### config.mk
export PLATFORM = sky130hd
export DESIGN_NAME = spi_master_ctrl_flat
export DESIGN_NICKNAME = d
export VERILOG_FILES = /design/src/rtl/spi_master_ctrl_if.sv /design/src/rtl/spi_master_ctrl.sv /design/src/flat_wrapper.sv
export SDC_FILE = /design/constraint.sdc
export NUM_CORES = 1
export LEC_CHECK = 0
export CAP_MARGIN = 20
export CORE_MARGIN = 8
export CORE_UTILIZATION = 61
export CTS_BUF_LIST = sky130_fd_sc_hd__clkbuf_4
export CTS_CLUSTER_SIZE = 10
export DETAILED_ROUTE_END_ITERATION = 6
export DONT_BUFFER_PORTS = 1
export GPL_TIMING_DRIVEN = 1
export PLACE_DENSITY = 0.88
export SYNTH_ARGS = -nofsm -noshare
export SYNTH_HDL_FRONTEND = slang
export SYNTH_SLANG_ARGS = --single-unit
### constraint.sdc
create_clock -name clk -period 2.5 [get_ports clk]
set_clock_uncertainty 0.05 [all_clocks]
set_input_delay 0.375 -clock clk [delete_from_list [all_inputs] [get_ports clk]]
set_output_delay 0.375 -clock clk [all_outputs]
set_load 0.03 [all_outputs]
### src/rtl/spi_master_ctrl_if.sv
// Command/response bus of the SPI register master.
// master drives commands; slave is the controller itself.
interface spi_master_ctrl_if #(
    parameter int MAX_ADDR_BITS = 16,
    parameter int MAX_DATA_BITS = 16
);
    logic                     cmd_valid;
    logic                     cmd_ready;
    logic                     cmd_read;
    logic [MAX_ADDR_BITS-2:0] cmd_addr;
    logic [MAX_DATA_BITS-1:0] cmd_data;
    logic [4:0]               cfg_addr_bits;
    logic [4:0]               cfg_data_bits;
    logic                     rsp_valid;
    logic [MAX_DATA_BITS-1:0] rsp_data;
    logic                     busy;

    modport master (
        output cmd_valid, cmd_read, cmd_addr, cmd_data,
        output cfg_addr_bits, cfg_data_bits,
        input  cmd_ready, rsp_valid, rsp_data, busy
    );

    modport slave (
        input  cmd_valid, cmd_read, cmd_addr, cmd_data,
        input  cfg_addr_bits, cfg_data_bits,
        output cmd_ready, rsp_valid, rsp_data, busy
    );
endinterface

### src/rtl/spi_master_ctrl.sv
// SPI mode-0 master turning register read/write commands
// into {R/W, addr, data} frames, MSB first.
module spi_master_ctrl #(
    parameter int MAX_ADDR_BITS = 16,
    parameter int MAX_DATA_BITS = 16,
    parameter int CLK_DIV       = 4,
    parameter int SS_GAP        = 4
) (
    input  logic              clk,
    input  logic              reset,
    spi_master_ctrl_if.slave  bus,
    output logic              sck,
    output logic              ss,
    output logic              mosi,
    input  logic              miso
);
    localparam int W    = MAX_ADDR_BITS + MAX_DATA_BITS;
    localparam int NW   = $clog2(W + 1);
    localparam int CMAX = (CLK_DIV > SS_GAP) ? CLK_DIV : SS_GAP;
    localparam int CW   = $clog2(CMAX + 1);
    localparam logic [CW-1:0] DIV_LAST = CW'(CLK_DIV - 1);
    localparam logic [CW-1:0] GAP_LAST = CW'(SS_GAP - 1);
    localparam logic [NW-1:0] WN       = NW'(W);

    typedef enum logic [2:0] {
        IDLE, SHIFT_LO, SHIFT_HI, HOLD, GAP
    } state_t;

    state_t                   state_q, state_d;
    logic [CW-1:0]            cnt_q, cnt_d;
    logic [NW-1:0]            left_q, left_d;
    logic [NW-1:0]            dbits_q, dbits_d;
    logic [W-1:0]             tx_q, tx_d;
    logic [MAX_DATA_BITS-1:0] rx_q, rx_d;
    logic                     read_q, read_d;
    logic                     sck_d, ss_d, mosi_d;
    logic                     rsp_valid_q, rsp_valid_d;
    logic [MAX_DATA_BITS-1:0] rsp_data_q, rsp_data_d;

    logic                     ready, accept;
    logic [NW-1:0]            a_w, d_w, n_w;
    logic [W-1:0]             amask, dmask, word, tx_new;

    // The last gap cycle already accepts, so back-to-back
    // frames see exactly SS_GAP cycles of ss high.
    assign ready = (state_q == IDLE) ||
                   (state_q == GAP && cnt_q == GAP_LAST);
    assign accept = bus.cmd_valid && ready;

    assign bus.cmd_ready = ready;
    assign bus.busy      = ~ready;
    assign bus.rsp_valid = rsp_valid_q;
    assign bus.rsp_data  = rsp_data_q;

    // Clamp field widths and build the left-aligned frame.
    always_comb begin
        a_w = NW'(bus.cfg_addr_bits);
        d_w = NW'(bus.cfg_data_bits);
        if (bus.cfg_addr_bits < 5'd2)
            a_w = NW'(2);
        else if (int'(bus.cfg_addr_bits) > MAX_ADDR_BITS)
            a_w = NW'(MAX_ADDR_BITS);
        if (bus.cfg_data_bits < 5'd1)
            d_w = NW'(1);
        else if (int'(bus.cfg_data_bits) > MAX_DATA_BITS)
            d_w = NW'(MAX_DATA_BITS);
        n_w    = a_w + d_w;
        amask  = (W'(1) << (a_w - NW'(1))) - W'(1);
        dmask  = (W'(1) << d_w) - W'(1);
        word   = (W'(bus.cmd_read) << (n_w - NW'(1)))
               | ((W'(bus.cmd_addr) & amask) << d_w)
               | (bus.cmd_read ? '0 : (W'(bus.cmd_data) & dmask));
        tx_new = word << (WN - n_w);
    end

    // Next-state, shift and pin logic of the frame sequencer.
    always_comb begin
        state_d     = state_q;
        cnt_d       = cnt_q;
        left_d      = left_q;
        dbits_d     = dbits_q;
        tx_d        = tx_q;
        rx_d        = rx_q;
        read_d      = read_q;
        sck_d       = sck;
        ss_d        = ss;
        mosi_d      = mosi;
        rsp_valid_d = 1'b0;
        rsp_data_d  = rsp_data_q;
        unique case (state_q)
            IDLE: begin
            end
            SHIFT_LO: begin
                if (cnt_q == DIV_LAST) begin
                    state_d = SHIFT_HI;
                    cnt_d   = '0;
                    sck_d   = 1'b1;
                    rx_d    = {rx_q[MAX_DATA_BITS-2:0], miso};
                end else begin
                    cnt_d = cnt_q + CW'(1);
                end
            end
            SHIFT_HI: begin
                if (cnt_q == DIV_LAST) begin
                    cnt_d = '0;
                    sck_d = 1'b0;
                    if (left_q > NW'(1)) begin
                        state_d = SHIFT_LO;
                        left_d  = left_q - NW'(1);
                        tx_d    = tx_q << 1;
                        mosi_d  = tx_q[W-2];
                    end else begin
                        state_d = HOLD;
                    end
                end else begin
                    cnt_d = cnt_q + CW'(1);
                end
            end
            HOLD: begin
                if (cnt_q == DIV_LAST) begin
                    state_d     = GAP;
                    cnt_d       = '0;
                    ss_d        = 1'b1;
                    mosi_d      = 1'b0;
                    rsp_valid_d = read_q;
                    if (read_q)
                        rsp_data_d = rx_q &
                            ~({MAX_DATA_BITS{1'b1}} << dbits_q);
                end else begin
                    cnt_d = cnt_q + CW'(1);
                end
            end
            GAP: begin
                if (cnt_q == GAP_LAST)
                    state_d = IDLE;
                else
                    cnt_d = cnt_q + CW'(1);
            end
            default: state_d = IDLE;
        endcase
        if (accept) begin
            state_d = SHIFT_LO;
            cnt_d   = '0;
            left_d  = n_w;
            dbits_d = d_w;
            tx_d    = tx_new;
            read_d  = bus.cmd_read;
            ss_d    = 1'b0;
            sck_d   = 1'b0;
            mosi_d  = tx_new[W-1];
        end
    end

    // State and registered pins; reset drops any frame in flight.
    always_ff @(posedge clk or posedge reset) begin
        if (reset) begin
            state_q     <= IDLE;
            cnt_q       <= '0;
            left_q      <= '0;
            dbits_q     <= '0;
            tx_q        <= '0;
            rx_q        <= '0;
            read_q      <= 1'b0;
            sck         <= 1'b0;
            ss          <= 1'b1;
            mosi        <= 1'b0;
            rsp_valid_q <= 1'b0;
            rsp_data_q  <= '0;
        end else begin
            state_q     <= state_d;
            cnt_q       <= cnt_d;
            left_q      <= left_d;
            dbits_q     <= dbits_d;
            tx_q        <= tx_d;
            rx_q        <= rx_d;
            read_q      <= read_d;
            sck         <= sck_d;
            ss          <= ss_d;
            mosi        <= mosi_d;
            rsp_valid_q <= rsp_valid_d;
            rsp_data_q  <= rsp_data_d;
        end
    end
endmodule

### src/flat_wrapper.sv
// flat-port wrapper written by rule: the top's interface ports become plain ports
module spi_master_ctrl_flat 
#(
    parameter int MAX_ADDR_BITS = 16,
    parameter int MAX_DATA_BITS = 16,
    parameter int CLK_DIV       = 4,
    parameter int SS_GAP        = 4
)
  (clk, reset, sck, ss, mosi, miso, bus_cmd_valid, bus_cmd_read, bus_cmd_addr, bus_cmd_data, bus_cfg_addr_bits, bus_cfg_data_bits, bus_cmd_ready, bus_rsp_valid, bus_rsp_data, bus_busy);
  spi_master_ctrl_if #(.MAX_ADDR_BITS(MAX_ADDR_BITS), .MAX_DATA_BITS(MAX_DATA_BITS)) bus_i ();
  input  logic clk;
  input  logic reset;
  output logic sck;
  output logic ss;
  output logic mosi;
  input  logic miso;
  input wire logic [$bits(bus_i.cmd_valid)-1:0] bus_cmd_valid;
  input wire logic [$bits(bus_i.cmd_read)-1:0] bus_cmd_read;
  input wire logic [$bits(bus_i.cmd_addr)-1:0] bus_cmd_addr;
  input wire logic [$bits(bus_i.cmd_data)-1:0] bus_cmd_data;
  input wire logic [$bits(bus_i.cfg_addr_bits)-1:0] bus_cfg_addr_bits;
  input wire logic [$bits(bus_i.cfg_data_bits)-1:0] bus_cfg_data_bits;
  output wire logic [$bits(bus_i.cmd_ready)-1:0] bus_cmd_ready;
  output wire logic [$bits(bus_i.rsp_valid)-1:0] bus_rsp_valid;
  output wire logic [$bits(bus_i.rsp_data)-1:0] bus_rsp_data;
  output wire logic [$bits(bus_i.busy)-1:0] bus_busy;
  assign bus_i.cmd_valid = bus_cmd_valid;
  assign bus_i.cmd_read = bus_cmd_read;
  assign bus_i.cmd_addr = bus_cmd_addr;
  assign bus_i.cmd_data = bus_cmd_data;
  assign bus_i.cfg_addr_bits = bus_cfg_addr_bits;
  assign bus_i.cfg_data_bits = bus_cfg_data_bits;
  assign bus_cmd_ready = bus_i.cmd_ready;
  assign bus_rsp_valid = bus_i.rsp_valid;
  assign bus_rsp_data = bus_i.rsp_data;
  assign bus_busy = bus_i.busy;
  spi_master_ctrl #(.MAX_ADDR_BITS(MAX_ADDR_BITS), .MAX_DATA_BITS(MAX_DATA_BITS), .CLK_DIV(CLK_DIV), .SS_GAP(SS_GAP)) u_core (.clk(clk), .reset(reset), .bus(bus_i), .sck(sck), .ss(ss), .mosi(mosi), .miso(miso));
endmodule
==> flow_summary_export.csv, run 1 <==
group,metric,value,unit
clock_tree,cts-htree-levels,3,
sta,crit_endpoint,"u_core.tx_q[30]$_DFFE_PP0P_/D",
run_status,error,"[ERROR GRT-0232] Routing congestion too high. Check the congestion heatmap in the GUI.",
clock_tree,cts_buffers,9,
synthesis,synthesis.area,0.00936,sq mm
synthesis,synthMuxAreaShare,0.0442,
floorplanning,ios,68,
place,port_buffers,0,
synthesis,synthFlopType,"dfrtp_1",
synthesis,avgSynthCellArea,7.61,sq um
clock_tree,root_buffer,"clkbuf_4",
synthesis,yosys.area_share.simple,0.251,
synthesis,ys_async_sr_fraction,1.00,
floorplanning,die_width,140,um
floorplanning,rows,45,
place,placedCellCount,1602,
clock_tree,clock-sinks,85,
place,globalplace.congestion,1.15,
synthesis,synthDistinctLibCells,116,
grt,grt_usage,0.728,
synthesis,synth_enable_flop_cells,0,
synthesis,yosysSeqAreaShare,0.227,
grt,grt-ovfl-total,3,
clock_tree,cts_buffer_depth,2,
synthesis,yosys_warnings,0,
place,hpwl,28.7,mm
run_status,haltStage,"global routing",
grt,grt_max_degree,45,
synthesis,syn_inst,1230,
floorplanning,start_util,0.621,
sta,worstEndpointType,"register input",
synthesis,ys_seq_elements,85,
synthesis,synth_compound_area_frac,0.383,
run_status,status,"aborted with a tool error",
synthesis,synth_top_family_by_area,"compound AO/OA/AOI/OAI gates",
synthesis,synth-xor-area-share,0.0178,
floorplanning,die_h,140,um
synthesis,yosys.area_share.adder,0.0182,
==> logic make-up after synthesis <==
group,count (synthesis)
AOI/OAI and AO/OA,489
and+or+nand+nor,465
buffers and inverters,128
DFF,85
muxes,35
xor gates and xnor gates,14
adders and majority gates,13
other,1
==> metal layers <==
metal / GRT usage / overflow
met1: 0.704 / 0
met2: 0.821 / 0
met3: 0.728 / 0
met4: 0.641 / 3
met5: 0.475 / 0
==> repair_timing <==
action                                 CTS
setup endpoints to repair               33
pin swaps                               60
hold buffers                             2
resized for setup                      127
endpoints found under the hold margin   55
buffers inserted                        21
==> per-stage QoR <==
stage          setup slack [ns]  cell area, sq um
2_1_floorplan             -1.82              9570
3_3_place_gp              -1.58             11500
3_5_place_dp              -1.74             11500
4_1_cts                   -1.06             12400
==> synthesized netlist by cell type (11+ instances only) <==
library cell / n / area share
a211o_1: 13 / 0.012
a211oi_1: 20 / 0.016
a21oi_1: 66 / 0.035
a31oi_1: 22 / 0.015
and2_1: 21 / 0.014
and3_1: 16 / 0.011
buf_2: 19 / 0.010
clkbuf_1: 71 / 0.028
dfrtp_1: 84 / 0.22
ha_1: 12 / 0.016
inv_1: 24 / 0.0096
mux2_2: 21 / 0.025
mux2i_1: 11 / 0.012
nand2_1: 129 / 0.052
nand2b_1: 15 / 0.010
nand3_1: 39 / 0.021
nand4_1: 16 / 0.011
nor2_1: 111 / 0.044
nor2b_1: 15 / 0.010
nor3_1: 31 / 0.017
o211ai_1: 37 / 0.030
o21a_1: 21 / 0.017
o21ai_0: 109 / 0.058
o22ai_1: 13 / 0.0087
o31ai_1: 23 / 0.018
or2_2: 12 / 0.0080
or3_1: 12 / 0.0080
==> run 2, diff against run 1 <==
- CORE_UTILIZATION: 61 -> 40
- CTS_BUF_LIST: sky130_fd_sc_hd__clkbuf_4 -> not set
- CTS_CLUSTER_SIZE: 10 -> not set
- PLACE_DENSITY: 0.88 -> not set
- PLACE_DENSITY_LB_ADDON: not set -> 0.15
- clock period: 2.5 -> 3.25 ns (I/O delays scaled with it)
==> run 2 against run 1 <==
Compared with the run above: the flow now finishes, with violations (setup timing); area after synthesis is the same; synthesized cell count stayed put.
==> flow_summary_export.csv, run 2 <==
group,metric,value,unit
run_status,status,"finished, violations left",
run_status,failed_checks,"setup timing",
sta,hold_violations,0,
floorplanning,dieArea,0.0286,sq mm
layout,utilization,0.543,
critical_path,reg2regPathDepth,10,
clock_tree,root_buffer,"clkbuf_16",
critical_path,rrSetupSlack,0.47,ns
critical_path,r2r-start,"u_core.cnt_q[0]",
critical_path,arrival,4.16,ns
route,drt.antenna.violating_nets,0,
critical_path,end_kind,"flop",
critical_path,max_stage_delay,0.62,ns
synthesis,synthFlopType,"dfrtp_1",
critical_path,startpoint,"bus_cfg_data_bits[2]",
grt,grt_max_degree,53,
floorplanning,die_width,169,um
synthesis,ys_seq_elements,85,
sta,min_period,3.97,ns
floorplanning,core,0.0233,sq mm
place,globalplace.congestion,0.994,
synthesis,avgSynthCellArea,7.61,sq um
layout,mostFrequentLayoutCells,"277 x buf_4, 124 x nand2_1, 101 x nor2_1",
power,p_leak,5.16,nW
sta,setup_viol,32,
synthesis,syn_inst,1230,
power,peakVddDrop,0.290,mV
synthesis,synth_area_leaders,"dfrtp_1 22%, o21ai_0 5.8%, nand2_1 5.2%",
clock_tree,clk_latency,0.35,ns
critical_path,cp-start-kind,"input port",
layout,layout-drive-gt1-share,0.345,
power,power_density,550,mW/mm^2
worst_hold_path,min_path_type,"input port to asynchronous set/reset pin",
sta,rsz0062_at_grt,"yes",
critical_path,crit_fanout,29,
clock_tree,cts_tree,"done",
layout,num_antenna_cells,0,
grt,grt_pass1_vias,10600,
synthesis,ys_async_sr_fraction,1.00,
route,vias,11000,
synthesis,yosys_warnings,0,
critical_path,worstSetupPathType,"input port to flop",
sta,drv_slew,0,
synthesis,yosysSeqAreaShare,0.227,
grt,antenna_found_initial,0,
clock_tree,cts-hold-fix-buffers,0,
clock_tree,cts.clk_slew.worst_paths,0.08,ns
power,switchingPower,3.14,mW
clock_tree,cts-htree-levels,3,
clock_tree,cts_buffers,9,
layout,layout_commonest_cell,"buf_4",
grt,grt-ovfl-total,0,
critical_path,cp_cell_sequence,"nor3_4, o21ai_2, inv_2, ha_4, inv_2, fa_2, ha_4, xnor3_2, buf_6, buf_6, nand2_4, nor2_4, nand3_2, o211ai_1, buf_4, o21a_1, a32o_2, mux4_2, a211o_1",
floorplanning,rows,56,
layout,largest_reg_flops,31,
synthesis,synth_enable_flop_cells,0,
power,p_clk_frac,0.148,
power,seqPwrFrac,0.254,
route,viasPerCell,6.23,
grt,grt_usage,0.279,
synthesis,synth.most_common_cell,"nand2_1",
synthesis,synthDistinctLibCells,116,
layout,nets,1501,
flow_run,max_cap_violations,0,
synthesis,synth_top_area_share,0.224,
route,drt_iter0_markers,1280,
layout,areaGrowthSynthToFinish,34.9,%
sta,max_slew.worst_pin.slew,0.918,ns
synthesis,yosysTopAreaCell,"dfrtp_1",
critical_path,slowest_stage,"fa_2",
place,placedCellCount,1727,
route,wirelength,40.4,mm
layout,fill_cells,2282,
grt,grt_pass1_wl,62.4,mm
place,port_buffers,0,
route,avgRoutedWirePerCell,22.9,um
route,route.detailed.drc,0,
sta,setup_slack,-0.723,ns
clock_tree,clock-sinks,85,
place,hpwl,31.4,mm
clock_tree,cts_buffer_depth,2,
layout,top_register,"u_core.tx_q",
power,combPwrFrac,0.598,
sta,fin_setup_tns,-15.94,ns
layout,final_cells,1766,
power,intPower,3.81,mW
synthesis,synthesis.area,0.00936,sq mm
route,first_pass_iters,6,
sta,slew_headroom,0.387,
synthesis,synth_commonest_cells,"129 x nand2_1, 111 x nor2_1, 109 x o21ai_0",
floorplanning,die_h,169,um
sta,timing.final.crit_share,1.22,
power,p_sw_frac,0.452,
sta,max_freq,0.252,GHz
critical_path,critPathRequiredTime,3.44,ns
floorplanning,ios,68,
floorplanning,start_util,0.403,
critical_path,reg2reg_to,"u_core.tx_q[25]",
run 2: cell counts after synthesis:
Identical to the previous run, type by type.
run 2: cell families (layout without fill, tap and decap cells):
logic type	Yosys count	in the layout	share of synthesized area
xor gates and xnor gates	14	14	0.0178
muxes	35	35	0.0442
and+or+nand+nor	465	465	0.251
DFF	85	85	0.227
buffers and inverters	128	343	0.0583
AOI/OAI and AO/OA	489	489	0.383
adders and majority gates	13	13	0.0182
other	1	3	0.000400
run 2: layout make-up:
class	count	area, sq um	share of cell area
Clock buffer	11	253	0.0200
Multi-Input combinational cell	1019	7360	0.583
Timing Repair Buffer	298	2330	0.185
Clock inverter	5	42.5	0.00337
Tap cell	319	399	0.0316
Sequential cell	85	2130	0.169
Inverter	29	111	0.00882
run 2: per-layer routing:
| layer | global-route usage | part of all wire | vias up |
|---|---|---|---|
| met5 | 0 | 0 | - |
| met4 | 0.0820 | 0.024 | 0 |
| met3 | 0.0645 | 0.097 | 66 |
| met2 | 0.435 | 0.45 | 518 |
| met1 | 0.379 | 0.43 | 5276 |
| li1 | - | - | 5141 |
run 2: repair_timing:
| item | CTS | global route |
|---|---|---|
| setup buffers | 18 | 8 |
| setup endpoints to repair | 32 | 32 |
| gates resized for setup | 72 | 54 |
| pin swaps | 20 | 38 |
run 2: critical path: cells and delay by family:
kind / cells / cell delay (ns)
AND/OR/NAND/NOR: 4 / 0.42
adder cells (fa/ha/maj): 3 / 0.91
buffers and inverters: 5 / 0.55
AO/OA/AOI/OAI: 5 / 0.91
XOR/XNOR: 1 / 0.34
multiplexers: 1 / 0.51
run 2: metrics by stage:
stage               setup WS (ns)  hold slack (ns)  total power, mW  cell area, sq um
finish                     -0.723            0.146             6.95             12600
global route               -0.828            0.213             7.39             12600
CTS                        -0.655            0.172             6.71             12300
detailed placement          -1.17            0.424             5.42             11600
global placement            -1.17            0.419             5.41             11600
floorplan                   -1.19            0.397             3.99              9560
run 2: power groups by stage:
stage / clock network [mW] / registers, mW / logic (mW)
2_1_floorplan: 0 / 1.66 / 2.33
3_3_place_gp: 0 / 1.77 / 3.64
3_5_place_dp: 0 / 1.78 / 3.64
4_1_cts: 1.06 / 1.76 / 3.90
5_1_grt: 1.11 / 1.82 / 4.47
6_report: 1.03 / 1.76 / 4.16
run 2: how the worst max path moves through the flow:
stage / to / slack (ns) / cells after the start
5_1_grt: u_core.tx_q[15] / -0.83 / 19
3_5_place_dp: u_core.tx_q[30] / -1.17 / 16
2_1_floorplan: u_core.tx_q[29] / -1.19 / 19
4_1_cts: u_core.tx_q[15] / -0.65 / 18
6_report: u_core.tx_q[29] / -0.72 / 19
3_3_place_gp: u_core.tx_q[30] / -1.17 / 16
Power figures use the tool's default switching activity.
